<file path="src/rtl/risc_prog_loader.sv">
// Boot-time program loader: streams a length-prefixed byte image into instruction memory
// and keeps the core halted until the load is complete. Optional macro: LOADER_CHECKSUM_EN.
module risc_prog_loader #(
    parameter int ADDR_W    = 10,
    parameter int BASE_ADDR = 0,
    parameter int MAX_WORDS = 1024
) (
    input  logic              clk1,
    input  logic              rst_n,
    input  logic              start,
    input  logic [7:0]        in_data,
    input  logic              in_valid,
    output logic              in_ready,
    output logic              mem_we,
    output logic [ADDR_W-1:0] mem_addr,
    output logic [31:0]       mem_wdata,
    output logic              busy,
    output logic              done,
    output logic              err,
    output logic              cpu_halt,
    output logic [15:0]       words_loaded
);

    localparam logic [ADDR_W-1:0] BASE      = ADDR_W'(BASE_ADDR);
    localparam logic [31:0]       MAX_LIMIT = 32'(MAX_WORDS);

    typedef enum logic [2:0] {
        S_IDLE,
        S_LEN_HI,
        S_LEN_LO,
        S_DATA,
        S_FLUSH,
        S_CSUM,
        S_DONE,
        S_ERR
    } state_t;

    state_t            state;
    state_t            next_state;
    logic [7:0]        len_hi;
    logic [15:0]       word_count;
    logic [1:0]        byte_pos;
    logic [23:0]       word_sr;
    logic [ADDR_W-1:0] wr_addr;
    logic [15:0]       header_len;
    logic              xfer;
    logic              start_ok;
    logic              len_too_big;
    logic              last_byte;
`ifdef LOADER_CHECKSUM_EN
    logic [7:0]        csum;
`endif

    assign xfer        = in_valid & in_ready;
    assign start_ok    = start & ((state == S_IDLE) | (state == S_DONE) | (state == S_ERR));
    assign header_len  = {len_hi, in_data};
    assign len_too_big = ({16'd0, header_len} > MAX_LIMIT);
    assign last_byte   = (state == S_DATA) && xfer && (byte_pos == 2'd3) &&
                         ((words_loaded + 16'd1) == word_count);

    always_ff @(posedge clk1 or negedge rst_n) begin
        if (!rst_n) begin
            state <= S_IDLE;
        end else begin
            state <= next_state;
        end
    end

    // Without a checksum the last word still needs its write cycle, so FLUSH holds
    // done low until mem_we has been issued.
    always_comb begin
        next_state = state;
        case (state)
            S_IDLE, S_DONE, S_ERR: begin
                if (start) begin
                    next_state = S_LEN_HI;
                end
            end
            S_LEN_HI: begin
                if (xfer) begin
                    next_state = S_LEN_LO;
                end
            end
            S_LEN_LO: begin
                if (xfer) begin
                    if (header_len == 16'd0) begin
`ifdef LOADER_CHECKSUM_EN
                        next_state = S_CSUM;
`else
                        next_state = S_DONE;
`endif
                    end else if (len_too_big) begin
                        next_state = S_ERR;
                    end else begin
                        next_state = S_DATA;
                    end
                end
            end
            S_DATA: begin
                if (last_byte) begin
`ifdef LOADER_CHECKSUM_EN
                    next_state = S_CSUM;
`else
                    next_state = S_FLUSH;
`endif
                end
            end
            S_FLUSH: begin
                next_state = S_DONE;
            end
`ifdef LOADER_CHECKSUM_EN
            S_CSUM: begin
                if (xfer) begin
                    next_state = (in_data == csum) ? S_DONE : S_ERR;
                end
            end
`endif
            default: begin
                next_state = S_IDLE;
            end
        endcase
    end

    always_comb begin
        in_ready = 1'b0;
        busy     = 1'b0;
        case (state)
            S_LEN_HI, S_LEN_LO, S_DATA, S_CSUM: begin
                in_ready = 1'b1;
                busy     = 1'b1;
            end
            S_FLUSH: begin
                busy = 1'b1;
            end
            default: begin
                in_ready = 1'b0;
                busy     = 1'b0;
            end
        endcase
    end

    assign done     = (state == S_DONE);
    assign err      = (state == S_ERR);
    assign cpu_halt = (state != S_DONE);

    // Bytes arrive MSB first; the first three are shifted in and the fourth completes
    // the word, which is written on the following cycle.
    always_ff @(posedge clk1 or negedge rst_n) begin
        if (!rst_n) begin
            mem_we       <= 1'b0;
            mem_addr     <= '0;
            mem_wdata    <= 32'd0;
            words_loaded <= 16'd0;
            len_hi       <= 8'd0;
            word_count   <= 16'd0;
            byte_pos     <= 2'd0;
            word_sr      <= 24'd0;
            wr_addr      <= BASE;
        end else begin
            mem_we <= 1'b0;
            if (start_ok) begin
                words_loaded <= 16'd0;
                byte_pos     <= 2'd0;
                wr_addr      <= BASE;
            end
            if ((state == S_LEN_HI) && xfer) begin
                len_hi <= in_data;
            end
            if ((state == S_LEN_LO) && xfer) begin
                word_count <= header_len;
            end
            if ((state == S_DATA) && xfer) begin
                byte_pos <= byte_pos + 2'd1;
                if (byte_pos == 2'd3) begin
                    mem_we       <= 1'b1;
                    mem_wdata    <= {word_sr, in_data};
                    mem_addr     <= wr_addr;
                    wr_addr      <= wr_addr + 1'b1;
                    words_loaded <= words_loaded + 16'd1;
                end else begin
                    word_sr <= {word_sr[15:0], in_data};
                end
            end
        end
    end

`ifdef LOADER_CHECKSUM_EN
    always_ff @(posedge clk1 or negedge rst_n) begin
        if (!rst_n) begin
            csum <= 8'd0;
        end else if (start_ok) begin
            csum <= 8'd0;
        end else if ((state == S_DATA) && xfer) begin
            csum <= csum ^ in_data;
        end
    end
`endif

endmodule

</file>
<file path="config.mk">
export PLATFORM = sky130hd
export DESIGN_NAME = risc_prog_loader
export DESIGN_NICKNAME = d
export VERILOG_FILES = /design/src/rtl/risc_prog_loader.sv
export SDC_FILE = /design/constraint.sdc
export NUM_CORES = 1
export LEC_CHECK = 0
export CORE_MARGIN = 10
export CORE_UTILIZATION = 30
export DETAILED_ROUTE_END_ITERATION = 8
export PLACE_DENSITY = 0.59
export SYNTH_ARGS = -nofsm -noshare
export SYNTH_HDL_FRONTEND = slang
export SYNTH_SLANG_ARGS = --single-unit
export TNS_END_PERCENT = 5
</file>
<file path="constraint.sdc">
create_clock -name clk1 -period 2.3 [get_ports clk1]
set_input_delay 0.46 -clock clk1 [delete_from_list [all_inputs] [get_ports clk1]]
set_output_delay 0.46 -clock clk1 [all_outputs]
set_load 0.05 [all_outputs]
</file>
==> reports/results.ini <==
[logic_synthesis]
syn-num-nets=562
synthMostInstantiatedCell=nand2_1
synthTopCellsByArea=dfrtp_1 55%, nand2_1 12%, mux2_2 9.1%
synthCells=547
synth.top_cell.area_share=0.550
synth_ff_type=dfrtp_1
yosys_warnings=0
ys_ff_latch=122
yosysSeqAreaShare=0.550
syn_avg_cell_area_um2=10.1
synthesis.area_um2=5550
synth_edf_count=0
ys_async_sr_fraction=1.00
ys_top_cells_by_count=171 x nand2_1, 122 x dfrtp_1, 45 x mux2_2
yosysUniqueCellTypes=46
yosysTopAreaCell=dfrtp_1

[routing]
drc=0
dr.first_iter.drc_count=261
wl_per_cell_um=15.6
viasPerCell=4.79
drtAntennaViolNets=0
drt_first_pass_iters=4
routed_wl_mm=13.9
vias=4279

[clock_tree]
clkSlewWorstSetupHoldPaths_ns=0.06
tritoncts=yes
cts_buffer_depth=2
cts-root-buf=clkbuf_16
clkLatencyLatePin_ns=0.42
cts_sinks=122
cts_buffers=17
htreeDepth=4
cts_setup_buffers=0

[floorplan]
die_y_um=156
io_pins=76
std_cell_rows=49
initial_core_util=0.307
die_area_um2=24300
core-area_um2=18100
die_w_um=156

[global_routing]
grt_max_degree=47
met1_usage=0.148
met3_usage=0.0416
grtUsageMet2=0.190
grt_pass1_wl_mm=23.2
overflow=0
grt_antenna_before_repair=0
top_usage_layer=met2
track_usage=0.120
grt_pass1_vias=4510

[critical_path]
cp_num_buf_inv=1
end_kind=primary output
cp.required_ns=1.84
critPathLaunchType=flop
worst_path_max_delay_cell=clkdlybuf4s50_1
r2r_slack_ns=0.16
critPathKind=flop to primary output
critPathMaxStageDelay_ns=0.88
critical-path-top-delay-family=buffers and inverters
r2r-start=words_loaded[1]
r2r-end=state[2]
worstPathArrival_ns=1.77
reg2reg_depth=8
crit_fanout=7
crit_path_cell_trace=clkdlybuf4s50_1

[finish]
nFillCells=1740
diodes=0
multi_input_area_um2=2340
area_delta_synth_final_pct=33.3
nets=667
drive_above_1_share=0.211
regArea_um2=3060

[placement]
port_buffers=75
pre_cts_ws_ns=-0.178
gp_congestion=0.841
dp_hpwl_mm=10.3

[sta]
fin_crit_sh=0.969
slew_headroom=0.610
hold_viol=0
fin_worst_skew_ns=0.00661
final.setup.tns_ns=0
setup_viol=0
worst_pin_slew_ns=0.585
whs_ns=0.0423
setup_ws_ns=0.0715
max_freq_mhz=449
min_period_ns=2.23
slew_violations=0

[job]
maxCapViolCount=0

[power_and_ir_drop]
p_sw_mw=3.10
p_seq_frac=0.354
power.density_nw_per_um2=1150
combPwrFrac=0.327
ir_drop_mv=0.966
p_leak_nw=3.46
pwr-share-clk=0.319
switching_share=0.364
p_int_mw=5.41

[hold_path]
hold_path.class=input pin to asynchronous set/reset pin

[run_status]
status=completed

-- cell usage in the layout (no fill, tap or decap), drive strengths merged, types with 2 or more instances in the layout --
master         Yosys  final
nand2            171    171
dfrtp            122    122
clkdlybuf4s50      0     61
buf               18     49
mux2              45     45
o21ai             28     28
clkbuf            10     22
nor2              19     19
nand3             17     17
xnor2             16     16
o31ai             14     14
nand4              9      9
a21oi              8      8
nor3               8      8
inv                7      8
a31oi              6      6
xor2               6      6
nor4               6      6
clkinvlp           0      5
and3               5      5
mux2i              4      4
nor2b              3      3
nand2b             3      3
and2               3      3
ha                 3      3
bufinv             0      3
o211ai             3      3
and4               2      2
nand3b             2      2
a211oi             2      2
dlymetal6s2s       0      2
dlygate4sd2        0      2
-- power by group through the flow --
stage | registers (mW) | logic [mW] | clock network [mW]
5_1_grt | 3.08 | 2.99 | 2.88
4_1_cts | 3.02 | 2.83 | 2.77
3_5_place_dp | 3.04 | 2.82 | 0
6_report | 3.01 | 2.78 | 2.72
3_3_place_gp | 3.03 | 2.80 | 0
2_1_floorplan | 4.07 | 0.719 | 0
-- metrics by stage --
step | utilization | total power [mW] | std cells | instance area [um2]
5_1_grt | 0.409 | 8.95 | 894 | 7390
4_1_cts | 0.408 | 8.62 | 894 | 7370
3_5_place_dp | 0.374 | 5.87 | 862 | 6770
2_1_floorplan | - | 4.79 | 547 | 5550
6_report | 0.409 | 8.51 | 894 | 7390
3_3_place_gp | 0.374 | 5.83 | 862 | 6770
-- cell type report --
class                      count  share of cell area
inverter                       7             0.00355
timing repair buffer         114               0.147
clock buffer                  22              0.0628
sequential                   122               0.413
clock inverter                10              0.0191
multi-input combinational    390               0.316
tap                          229              0.0387
-- cell families (layout without fill, tap and decap cells) --
group	after synthesis	in the layout	synth area share
and+or+nand+nor	251	251	0.202
DFF	122	122	0.550
AOI/OAI and AO/OA	65	65	0.0756
muxes	49	49	0.0986
buffers and inverters	35	153	0.0320
xor gates and xnor gates	22	22	0.0347
adders and majority gates	3	3	0.00677
-- registers in the layout, summed over array words and instances, names as in the netlist --
register / cells
byte_pos: 2
len_hi: 8
mem_addr: 10
mem_wdata: 32
mem_we: 1
state: 3
word_count: 16
word_sr: 24
words_loaded: 16
wr_addr: 10
-- what timing repair did --
item / in CTS / in global routing
gates resized for setup: 2 / 6
endpoints found under the setup margin: 2 / 5
hold buffers: 0 / 0
-- worst max-delay path by stage --
stage                      endpoint  slack [ns]  depth (start not counted)       startpoint
finish              words_loaded[6]        0.07                          1  words_loaded[6]
global route               state[2]      -0.001                          8  words_loaded[1]
CTS                 words_loaded[5]       0.009                          1  words_loaded[5]
detailed placement         state[0]       -0.18                          8         in_valid
global placement         wr_addr[4]       -0.13                          8         in_valid
floorplan           words_loaded[8]       -0.03                          8         state[0]
-- routing by layer --
layer	vias up	part of all wire
met2	79	0.47
met4	0	0.012
met3	17	0.055
met5	-	0
li1	2076	-
met1	2107	0.47
(Power assumes the default switching activity.)
==> variant, RTL diff (same flow settings) <==
The parameter `ADDR_W` goes from 10 to 8.
--- a/src/rtl/risc_prog_loader.sv
+++ b/src/rtl/risc_prog_loader.sv
@@ -3,3 +3,3 @@
 module risc_prog_loader #(
-    parameter int ADDR_W    = 10,
+    parameter int ADDR_W    = 8,
     parameter int BASE_ADDR = 0,
Interface: changed (resized mem_addr); port bits go from 76 to 74. The function was not compared with the original's and may differ.
==> variant against the original RTL <==
- global-route usage is 0.16 points lower
- sequential cell count is 4 lower
- utilization is 0.94 points higher
- setup slack worse by 0.017 ns
- cell count is 2.7% lower
- area after synthesis is 5.1% lower
- final area is 2.5% lower
- routed wire length is 3.0% lower
- total power is 6.2% higher
- highest routed layer unchanged
==> variant: results (changes against the original RTL) <==
* Vias in the first global route at 4257 (-5.6%)
* Min-Delay Path Class: flop to flop
* Post-route DRC at 0 (unchanged)
* Maximum vdd drop at 0.821 mV (-15%)
* Status: finished clean
* Cell Area, Placed at 0.00651 sq mm (-3.8%)
* Worst Hold Path Cells at 2
* Vias at 4122 (-3.7%)
* DP HPWL at 9880 microns (-4.0%)
* R2R depth at 8 (unchanged)
* WL/cell at 15.5 microns (-0.37%)
* Dominant cells by area after synthesis: dfrtp_1 56%, nand2_1 12%, mux2_2 10%, o21ai_0 3.0%, xnor2_1 2.3%
* Synth cell count leaders: 162 x nand2_1, 118 x dfrtp_1, 48 x mux2_2
* Worst-Skew Late Latency at 0.42 ns (about the same)
* Arr. time, crit path at 1.79 ns (+0.02 ns)
* Reg2reg setup slack at 0.09 ns (-0.07 ns)
* Post-Syn Nets at 531 (-5.5%)
* Primary FF master, synth: dfrtp_1
* Sequential share of the synthesized area at 56.1% (+1.1 points)
* Reg-to-Reg End: state[0]$_DFFE_PN0P_
* Post-synthesis mux area share at 10.6% (+0.79 points)
* Final std cells w/o fill at 870 (-2.7%)
* # placed instances at 832 (-3.5%)
* Hold path startpoint: word_sr[19]$_DFFE_PN0P_
* Syn. warnings at 0 (unchanged)
* Drt initial violations at 220 (-16%)
* ANT cells at 0 (unchanged)
* Critical path's largest stage delay at 0.85 ns (-0.03 ns)
* Post-Synth XOR/XNOR Area at 3.66% (+0.19 points)
* Largest net degree at the start of global routing at 49 (+4.3%)
* Post-synthesis compound-gate area fraction at 6.49% (-1.1 points)
* Post-synth ARST share at 100% (unchanged)
* Share of layout cells above drive strength 1 at 23.6% (+2.5 points)
* Synth cell types at 46 (unchanged)
* Adder-cell share of the synthesized area at 0.713% (+0.037 points)
* Top flop regs: mem_wdata: 32 flops, word_sr: 24 flops
* DRT Pass-1 Iters at 4 (unchanged)
* Worst-path maximum fanout at 6 (-1)
* CTS root buffer: clkbuf_16
* Worst Hold Path EP: mem_wdata[27]$_DFFE_PN0P_
* Total Routing Usage GR at 11.8% (-0.16 points)
* Reg2reg start: words_loaded[0]$_DFF_PN0_
* H-tree depth at 4 (unchanged)
* Crit-path slowest cell: clkdlybuf4s50_1
* Avg Cell Area, Syn at 10.2 sq um (+0.58%)
* Clock Path Buffers at 2 (unchanged)
* I/O Buffers at 73 (-2.7%)
* Slew @ Worst Pin at 0.578 ns (-0.00706 ns)
* CTS Buf Count at 17 (unchanged)
* CTS clk-pin slew, worst paths at 0.06 ns (about the same)
* Worst-case clock skew at 0.0191 ns (+0.0125 ns)
* Initial antenna violation count at 0 (unchanged)
* Lkg Pwr at 3.27 nW (-5.5%)
* First-pass GRT wire length at 22700 microns (-2.3%)
* Post-synth EDFFs at 0 (unchanged)
* Routability congestion estimate at 0.833 (-0.99%)
* Nets at 647 (-3.0%)
[variant: changes by cell type in the layout (fill, tap and decap cells not counted), sizes merged, moves of 4 or more]
cell and delta:
nor2 -6, clkbuf -4, buf +8, a21oi -4, o31ai -10, o21ai +4
nand2 -8, clkinv +4, dfrtp -4
[variant: area by class of cell]
cell class | instances | area [sq um]
timing repair buffer | 122 | 1120
clock inverter | 14 | 168
tap | 225 | 282
clock buffer | 18 | 429
fill | 1626 | 10000
sequential | 118 | 2960
inverter | 5 | 18.8
multi-input combinational | 368 | 2240
[variant: critical path: cells and delay by family, from the launching register on]
kind / cells / cell delay, ns
buffers and inverters: 2 / 1.00
DFF: 1 / 0.36
[variant: cells by family (layout without fill, tap and decap cells)]
group,Yosys count,count (layout)
simple gates,237,237
flops,118,118
compound gates,56,56
mux,50,50
buf+inv,30,159
xor+xnor,22,22
fa+ha+maj,3,3
[variant: how the worst max path moves through the flow]
| stage | startpoint | endpoint | slack [ns] | depth (start not counted) |
|---|---|---|---|---|
| finish | words_loaded[0]$_DFF_PN0_ | words_loaded[0] | 0.05 | 2 |
| detailed placement | in_valid | state[0]$_DFFE_PN0P_ | -0.05 | 8 |
| global route | words_loaded[0]$_DFF_PN0_ | state[1]$_DFFE_PN0P_ | -0.02 | 9 |
| global placement | in_valid | state[0]$_DFFE_PN0P_ | -0.02 | 8 |
| floorplan | words_loaded[0]$_DFF_PN0_ | state[2]$_DFFE_PN0P_ | 0.02 | 7 |
| CTS | words_loaded[8]$_DFF_PN0_ | words_loaded[8] | 0.02 | 1 |
[variant: where the power goes]
| group | internal [mW] | leakage, nW | switching [mW] |
|---|---|---|---|
| clock | 1.63 | 0.286 | 1.03 |
| sequential | 2.77 | 1.52 | 0.540 |
| combinational | 1.31 | 1.47 | 1.76 |
[variant: per-layer routing]
| layer | vias up | GRT usage, % | share of wire (%) |
|---|---|---|---|
| met3 | 13 | 3.50 | 4.4 |
| met5 | - | 0 | 0 |
| li1 | 1991 | - | - |
| met1 | 2028 | 15.4 | 48 |
| met2 | 90 | 18.0 | 47 |
| met4 | 0 | 4.54 | 1.0 |
[variant: repair_timing]
action                                  in CTS  in global routing
hold endpoints to repair                    30                  0
hold buffers                                 1                  0
setup buffers                                0                  5
gates resized for setup                      0                 10
endpoints found under the setup margin       0                  4
[variant: through the flow]
step / worst slack [ns] / hold slack, ns
final: 0.0548 / 0.472
after global routing: -0.0153 / 0.502
after CTS: 0.0244 / 0.479
after detailed placement: -0.0539 / 0.435
after global placement: -0.0244 / 0.423
after floorplan: 0.0227 / 0.164
